### src/rtl/cpu_types_pkg.sv
// Shared CPU control types: PC source select and pipeline sequencer states.
package cpu_types_pkg;

  typedef enum logic [1:0] {
    PC_SEQ = 2'd0,
    PC_BR  = 2'd1,
    PC_JMP = 2'd2
  } pc_sel_t;

  typedef enum logic [1:0] {
    RUN    = 2'd0,
    DWAIT  = 2'd1,
    HALTED = 2'd2
  } pctrl_state_t;

endpackage

### src/rtl/hazard_detect.sv
// Load-use hazard compare: a load in EX whose destination is read by the
// instruction in ID. Register 0 is hard-wired, so it never creates a hazard.
module hazard_detect #(
  parameter int REG_W = 5
) (
  input  logic [REG_W-1:0] id_rs,
  input  logic [REG_W-1:0] id_rt,
  input  logic             id_uses_rt,
  input  logic             ex_MemRd,
  input  logic [REG_W-1:0] ex_wsel,
  output logic             lu_hazard
);

  logic rs_match;
  logic rt_match;

  assign rs_match  = (ex_wsel == id_rs);
  assign rt_match  = id_uses_rt && (ex_wsel == id_rt);
  assign lu_hazard = ex_MemRd && (ex_wsel != '0) && (rs_match || rt_match);

endmodule

### src/rtl/pipeline_ctrl.sv
// Pipeline sequencer: per-latch enable/flush and PC select from hazards,
// with saturating stall/flush counters and a D-cache wait watchdog.
module pipeline_ctrl
  import cpu_types_pkg::*;
#(
  parameter int REG_W    = 5,
  parameter int CNT_W    = 32,
  parameter int WD_LIMIT = 1024
) (
  input  logic             CLK,
  input  logic             RST,
  input  logic             ihit,
  input  logic             dhit,
  input  logic [REG_W-1:0] id_rs,
  input  logic [REG_W-1:0] id_rt,
  input  logic             id_uses_rt,
  input  logic             ex_MemRd,
  input  logic [REG_W-1:0] ex_wsel,
  input  logic             mem_MemRd,
  input  logic             mem_MemWr,
  input  logic             mem_br_taken,
  input  logic             mem_jump,
  input  logic             mem_halt,
  output logic             pc_en,
  output pc_sel_t          pc_sel,
  output logic             ifid_en,
  output logic             ifid_flush,
  output logic             idex_en,
  output logic             idex_flush,
  output logic             exmem_en,
  output logic             exmem_flush,
  output logic             memwb_en,
  output logic             halt,
  output logic [CNT_W-1:0] stall_cnt,
  output logic [CNT_W-1:0] flush_cnt,
  output logic             wd_err
);

  localparam int              WD_W     = $clog2(WD_LIMIT + 1);
  localparam logic [WD_W-1:0] WD_LIM_V = WD_W'(WD_LIMIT);

  pctrl_state_t    state;
  pctrl_state_t    state_nxt;
  logic [WD_W-1:0] wd_cnt;
  logic            lu_hazard;
  logic            halt_c;
  logic            dwait_c;
  logic            redirect_c;

  function automatic logic [CNT_W-1:0] sat_inc(input logic [CNT_W-1:0] c);
    return (c == '1) ? c : c + 1'b1;
  endfunction

  hazard_detect #(
    .REG_W(REG_W)
  ) u_hazard_detect (
    .id_rs     (id_rs),
    .id_rt     (id_rt),
    .id_uses_rt(id_uses_rt),
    .ex_MemRd  (ex_MemRd),
    .ex_wsel   (ex_wsel),
    .lu_hazard (lu_hazard)
  );

  // A data access stalls until dhit; in DWAIT the access is already known pending.
  assign halt_c     = (state == HALTED) || mem_halt;
  assign dwait_c    = !dhit && ((state == DWAIT) || mem_MemRd || mem_MemWr);
  assign redirect_c = !halt_c && !dwait_c && (mem_br_taken || mem_jump);
  assign halt       = (state == HALTED);

  // State register
  always_ff @(posedge CLK or posedge RST) begin
    if (RST) begin
      state <= RUN;
    end else begin
      state <= state_nxt;
    end
  end

  // Next state and per-latch controls, highest-priority hazard wins
  always_comb begin
    state_nxt   = state;
    pc_en       = 1'b1;
    pc_sel      = PC_SEQ;
    ifid_en     = 1'b1;
    ifid_flush  = 1'b0;
    idex_en     = 1'b1;
    idex_flush  = 1'b0;
    exmem_en    = 1'b1;
    exmem_flush = 1'b0;
    memwb_en    = 1'b1;

    case (state)
      RUN:     if (mem_halt) state_nxt = HALTED;
               else if (dwait_c) state_nxt = DWAIT;
      DWAIT:   if (mem_halt) state_nxt = HALTED;
               else if (dhit) state_nxt = RUN;
      HALTED:  state_nxt = HALTED;
      default: state_nxt = RUN;
    endcase

    if (halt_c || dwait_c) begin
      pc_en    = 1'b0;
      ifid_en  = 1'b0;
      idex_en  = 1'b0;
      exmem_en = 1'b0;
      memwb_en = 1'b0;
    end else if (redirect_c) begin
      pc_sel      = mem_br_taken ? PC_BR : PC_JMP;
      ifid_flush  = 1'b1;
      idex_flush  = 1'b1;
      exmem_flush = 1'b1;
    end else if (lu_hazard) begin
      pc_en      = 1'b0;
      ifid_en    = 1'b0;
      idex_flush = 1'b1;
    end else if (!ihit) begin
      pc_en      = 1'b0;
      ifid_flush = 1'b1;
    end
  end

  // Performance counters: stalls only count while not halted
  always_ff @(posedge CLK or posedge RST) begin
    if (RST) begin
      stall_cnt <= '0;
      flush_cnt <= '0;
    end else begin
      if (!halt && !pc_en) stall_cnt <= sat_inc(stall_cnt);
      if (redirect_c)      flush_cnt <= sat_inc(flush_cnt);
    end
  end

  // Watchdog: counts DWAIT cycles, error latches on the WD_LIMIT-th one
  always_ff @(posedge CLK or posedge RST) begin
    if (RST) begin
      wd_cnt <= '0;
      wd_err <= 1'b0;
    end else if (state == DWAIT) begin
      if (wd_cnt != WD_LIM_V) wd_cnt <= wd_cnt + 1'b1;
      if (wd_cnt >= WD_LIM_V - 1'b1) wd_err <= 1'b1;
    end else begin
      wd_cnt <= '0;
    end
  end

endmodule

### config.mk
export PLATFORM = sky130hd
export DESIGN_NAME = pipeline_ctrl
export DESIGN_NICKNAME = d
export VERILOG_FILES = /design/src/rtl/cpu_types_pkg.sv /design/src/rtl/hazard_detect.sv /design/src/rtl/pipeline_ctrl.sv
export SDC_FILE = /design/constraint.sdc
export NUM_CORES = 1
export LEC_CHECK = 0
export CORE_MARGIN = 3
export CORE_UTILIZATION = 54
export DETAILED_ROUTE_END_ITERATION = 10
export PLACE_DENSITY = 0.86
export SLEW_MARGIN = 10
export SYNTH_ARGS = -nofsm -noshare
export SYNTH_HDL_FRONTEND = slang
export SYNTH_SLANG_ARGS = --single-unit
### constraint.sdc
create_clock -name CLK -period 7.9 [get_ports CLK]
set_input_delay 1.58 -clock CLK [delete_from_list [all_inputs] [get_ports CLK]]
set_output_delay 1.58 -clock CLK [all_outputs]
set_load 0.02 [all_outputs]
==> reports/results.ini, run 1 <==
[min_path]
hold_path.class = reg -> reg
hold_start = wd_err$_DFFE_PP0P_

[floorplan]
core-area_um2 = 7330
die_h_um = 93.5
die_area_um2 = 8740
die_x_um = 93.5
start_util_pct = 56.4
io_pins = 102
rows = 31

[synthesis]
synth_top_cells_by_count = dfrtp_1 (78), xor2_1 (63), nand2_1 (33)
synth_top_area_share_pct = 47.2
synth_fp_nets = 439
synthMostInstantiatedCell = dfrtp_1
seq_area_frac_synth_pct = 47.2
ys_types = 42
synth-edff-count = 0
async_flop_share_pct = 100
yosysWarnings = 0
ys_top_cells_by_area = dfrtp_1 (47%), xor2_1 (13%), nand3_1 (3.9%)
synth-main-ff-cell = dfrtp_1
syn_inst = 409
netlist_area_um2 = 4130
synth_top_area_cell = dfrtp_1
syn_area_per_cell_um2 = 10.1
synth-seq-cells = 78

[sta]
period_share_pct = 68.7
tightest_slew_ps = 963
fin_ws_ps = 2470
period_minus_slack_ps = 5430
rsz0062_at_grt = false
tns_ps = 0
finalHoldViolations = 0
setup_violations = 0
worst_hold_slack_ps = 484
max_freq_ghz = 0.184
skew_ps = 12.0
final_max_slew_viol_count = 0
slew_headroom_pct = 35.8

[final_layout]
n_antenna_cell = 0
fin_nets = 544
final_layout_size_suffix_gt1_share_pct = 8.29
fin_cells = 618
stdcell_area_um2 = 5440
syn_to_final_growth_pct = 31.6

[detailed_routing]
antenna_left = 0
vias_per_cell = 5.51
first_pass_iters = 4
drt-total-wl_mm = 9.47
vias = 3407
drt_iter0_markers = 158
drc = 0
wl_per_cell_um = 15.3

[placement]
portBuffers = 101
post_dp_cell_area_um2 = 5240
hpwlAfterDp_mm = 6.64
dp_slack_ps = 2500
gp_congestion = 0.831
dpl.cell_count = 602

[cts]
clock_latency_ps = 350
clockBufferDepth = 2
cts_hold_buffers = 0
post-cts-setup-buffer-count = 0
post_cts_resized = 0
ctsHtreeMaxLevel = 3
clock-sinks = 78
cts_root_buffer = clkbuf_8
cts_made_buffers = 9
cts_tree = built
clk_pin_slew_ps = 80

[setup_path]
endpoint_kind = output pin
cp_slowest_stage_delay_ps = 610
cp_top_family = buffers and inverters
crit_chain = clkdlybuf4s50_1, xor2_1, nor4_1, a32oi_1, or2_2, a21oi_1, clkdlybuf4s50_1
setup.worst_path.start_class = primary input
r2r_slack_ps = 5260
critPathKind = in -> out
cp.arrival_ps = 3850
crit_slowest_cell = clkdlybuf4s50_1
crit_path_start = ex_wsel[3]
r2r_start = flush_cnt[3]$_DFFE_PP0P_
required_ps = 6320
cpMostUsedCell = clkdlybuf4s50_1
worst-path-max-fanout = 3
crit_buf_inv = 2

[global_routing]
grt_max_degree = 79
antenna_found_initial = 0
grtUsageTotal_pct = 22.3
grt.overflow.total = 0
grt_pass1_wl_mm = 15.6
grt_pass1_vias = 3391

[outcome]
status = complete, no violations

[power]
power.leakage_nw = 2.40
power_density_nw_per_um2 = 196
ir_drop_uv = 163

[run]
cap_violations = 0

==> cells by family (layout without fill, tap and decap cells) <==
logic type / after synthesis / in the layout / synth area share, %
simple gates: 206 / 206 / 29.0
flops: 78 / 78 / 47.2
xor+xnor: 77 / 77 / 16.3
buf+inv: 21 / 131 / 2.51
compound gates: 20 / 20 / 2.88
fa+ha+maj: 4 / 4 / 1.21
mux: 3 / 3 / 0.818
==> state kept, by name, summed over array words and instances, names as in the netlist <==
name and flops:
flush_cnt 32, stall_cnt 32, wd_err 1, state 2, wd_cnt 11
==> stage by stage <==
stage                     power (W)  util (%)
final                       0.00106      74.1
after global routing        0.00112      74.1
after CTS                   0.00107      74.1
after detailed placement   0.000770      71.4
after global placement     0.000764      71.4
after floorplan            0.000648         -
==> layer usage <==
metal | part of all wire [%] | track usage (%) | wire (um) | up-vias
li1 | - | - | - | 1637
met1 | 42 | 27.6 | 4010 | 1648
met2 | 49 | 38.0 | 4680 | 112
met3 | 6.7 | 5.87 | 635 | 10
met4 | 1.5 | 7.20 | 143 | 0
met5 | 0 | 0 | 0 | -
==> layout by cell type (no fill, tap or decap), drive strengths merged, types with 11 or more instances in the layout <==
cell type and instances:
nand3 32, inv 11, and3 14, nor3 28, clkbuf 12, xnor2 14, nand2 33, nor4 14
nor2 32, nand4 11, clkdlybuf4s50 101, dfrtp 78, xor2 63
==> worst paths after layout <==
| path | endpoint | depth (start not counted) |
|---|---|---|
| setup reg to reg | flush_cnt[1]$_DFFE_PP0P_ | 5 |
| min in group asynchronous | flush_cnt[30]$_DFFE_PP0P_ | 3 |
| hold reg to reg | wd_err$_DFFE_PP0P_ | 1 |
| hold / removal | wd_err$_DFFE_PP0P_ | 1 |
| setup / recovery | idex_flush | 7 |
| max in group asynchronous | stall_cnt[18]$_DFFE_PP0P_ | 3 |
==> area by class of cell <==
class / instances / area, um2
repair buffers: 104 / 1030
flip-flops and latches: 78 / 1950
fillers: 534 / 1900
multi-input cells: 310 / 2080
clock inverters: 4 / 45.0
well taps: 99 / 124
clock buffers: 12 / 155
inverters: 11 / 41.3
==> worst reg2reg max path: stages (launching register included) <==
cell and delay [ps]:
dfrtp_1 440, and4_1 310, nand4_1 330, and4bb_2 470, nand2b_1 570, mux2_2 410
==> report_power, final <==
| part | switching [W] | leakage (nW) | internal (W) |
|---|---|---|---|
| sequential | 0.0000493 | 1.05 | 0.000433 |
| combinational | 0.000155 | 1.25 | 0.000126 |
| clock | 0.000137 | 0.106 | 0.000162 |
Note: power is estimated with default switching activity, not from simulation.
==> inputs of run 2 (changes only) <==
- CORE_UTILIZATION: 54 -> 50
- PLACE_DENSITY: 0.86 -> 0.81
- clock period: 7.9 -> 5 ns (I/O delays scaled with it)
==> run 2 against run 1 <==
Effect of this change:
- sequential share of layout area down 0.23 points
- combinational power increased by 57%
- global-route usage decreased by 2.0 points
- sequential cell count unchanged
- sequential power rose by 58%
==> reports/results.ini, run 2 (synthesis gave the netlist of run 1 again) <==
[power]
power_density_nw_per_um2 = 316
ir_drop_uv = 258
power.leakage_nw = 2.42

[sta]
tightest_slew_ps = 1000
tns_ps = 0
period_minus_slack_ps = 4280
period_share_pct = 85.6
finalHoldViolations = 0
final_max_slew_viol_count = 0
skew_ps = 14.8
setup_violations = 0
slew_headroom_pct = 33.1
max_freq_ghz = 0.234
rsz0062_at_grt = false

[final_layout]
final_cell_mix = clkdlybuf4s50_1 (101), dfrtp_1 (78), xor2_1 (63)
layout_commonest_cell = clkdlybuf4s50_1
final_layout_size_suffix_gt1_share_pct = 8.46
fin_nets = 545
n_fill_cell = 628
syn_to_final_growth_pct = 32.4
multi_input_area_um2 = 2080
fin_cells = 622
largest_registers = flush_cnt (32), stall_cnt (32), wd_cnt (11)
n_antenna_cell = 0
register_area_um2 = 1950

[cts]
clock_latency_ps = 340
clock-sinks = 78
clk_pin_slew_ps = 90
post_cts_resized = 0
cts_tree = built
cts_hold_buffers = 0
ctsHtreeMaxLevel = 3
cts_root_buffer = clkbuf_8
post-cts-setup-buffer-count = 0
cts_made_buffers = 9
clockBufferDepth = 2

[floorplan]
start_util_pct = 52.4
core-area_um2 = 7890
die_h_um = 96.9
die_area_um2 = 9390
rows = 32
io_pins = 102
die_x_um = 96.9

[setup_path]
crit_cells = 7
crit_buf_inv = 2
setup.worst_path.start_class = primary input
worst-path-max-fanout = 3
required_ps = 4000
endpoint_kind = output pin
cpMostUsedCell = clkdlybuf4s50_1
critPathKind = in -> out
r2r_cells = 8
crit_slowest_cell = clkdlybuf4s50_1
r2r_slack_ps = 2300
cp_top_family = buffers and inverters
crit_chain = clkdlybuf4s50_1, or4_1, o21ai_1, or2_2, nand2_1, a21oi_1, clkdlybuf4s50_1
cp_slowest_stage_delay_ps = 620
cp.arrival_ps = 3280

[detailed_routing]
antenna_left = 0
drt-total-wl_mm = 9.59
vias = 3426
drt_iter0_markers = 177
wl_per_cell_um = 15.4
drc = 0
first_pass_iters = 4
vias_per_cell = 5.51

[global_routing]
grtUsageMet2_pct = 34.1
busiest_layer = met2
grt_max_degree = 49
use_met3_pct = 4.54
grt_pass1_vias = 3353
antenna_found_initial = 0
grtUsageMet1_pct = 26.4
grt_pass1_wl_mm = 16.1
grt.overflow.total = 0
grtUsageTotal_pct = 20.3

[placement]
dpl.cell_count = 606
portBuffers = 101
gp_congestion = 0.940
hpwlAfterDp_mm = 6.94

[min_path]
hold_path.class = reg -> reg
hold_depth = 1

[outcome]
status = complete, no violations

[run]
cap_violations = 0

[run 2: path summary, 6_finish.rpt]
path,start,end
setup / recovery,ex_wsel[2],pc_en
hold / removal,state[1]$_DFFE_PP0P_,state[0]$_DFFE_PP0P_
setup reg to reg,state[1]$_DFFE_PP0P_,stall_cnt[30]$_DFFE_PP0P_
hold reg to reg,state[1]$_DFFE_PP0P_,state[0]$_DFFE_PP0P_
max in group asynchronous,RST,stall_cnt[9]$_DFFE_PP0P_
min in group asynchronous,RST,flush_cnt[30]$_DFFE_PP0P_
[run 2: power breakdown]
part           total [W]  internal, W  switching, W
logic           0.000441     0.000201      0.000241
clock network   0.000524     0.000296      0.000228
registers       0.000764     0.000685     0.0000797
[run 2: per-layer routing]
layer	vias to the layer above	share of wire, %	wire (um)
met5	-	0	0
met4	0	1.1	106
met3	9	5.6	534
met2	96	49	4740
met1	1669	44	4210
li1	1652	-	-
[run 2: through the flow]
step | power [W] | util, % | hold slack (ps) | area, um2 | setup WS (ps)
2_1_floorplan | 0.00102 | - | 453 | 4130 | 1560
3_3_place_gp | 0.00121 | 66.5 | 466 | 5250 | 775
3_5_place_dp | 0.00122 | 66.5 | 478 | 5250 | 707
4_1_cts | 0.00175 | 69.4 | 491 | 5470 | 702
5_1_grt | 0.00181 | 69.4 | 515 | 5470 | 575
6_report | 0.00173 | 69.4 | 490 | 5470 | 721
[run 2: worst register-to-register path, stage by stage, from the launching register on]
cell and delay (ps):
dfrtp_1 410, nand2b_1 380, a21oi_2 310, nor2_2 90, buf_4 170, o41a_1 400
buf_4 250, nor3_1 240, mux2_2 350
[run 2: area by class of cell]
class / count / area share, %
Tap cell: 102 / 2.33
Clock inverter: 5 / 1.51
Clock buffer: 11 / 2.58
Inverter: 11 / 0.755
Sequential cell: 78 / 35.7
Timing Repair Buffer: 105 / 19.0
Multi-Input combinational cell: 310 / 38.1
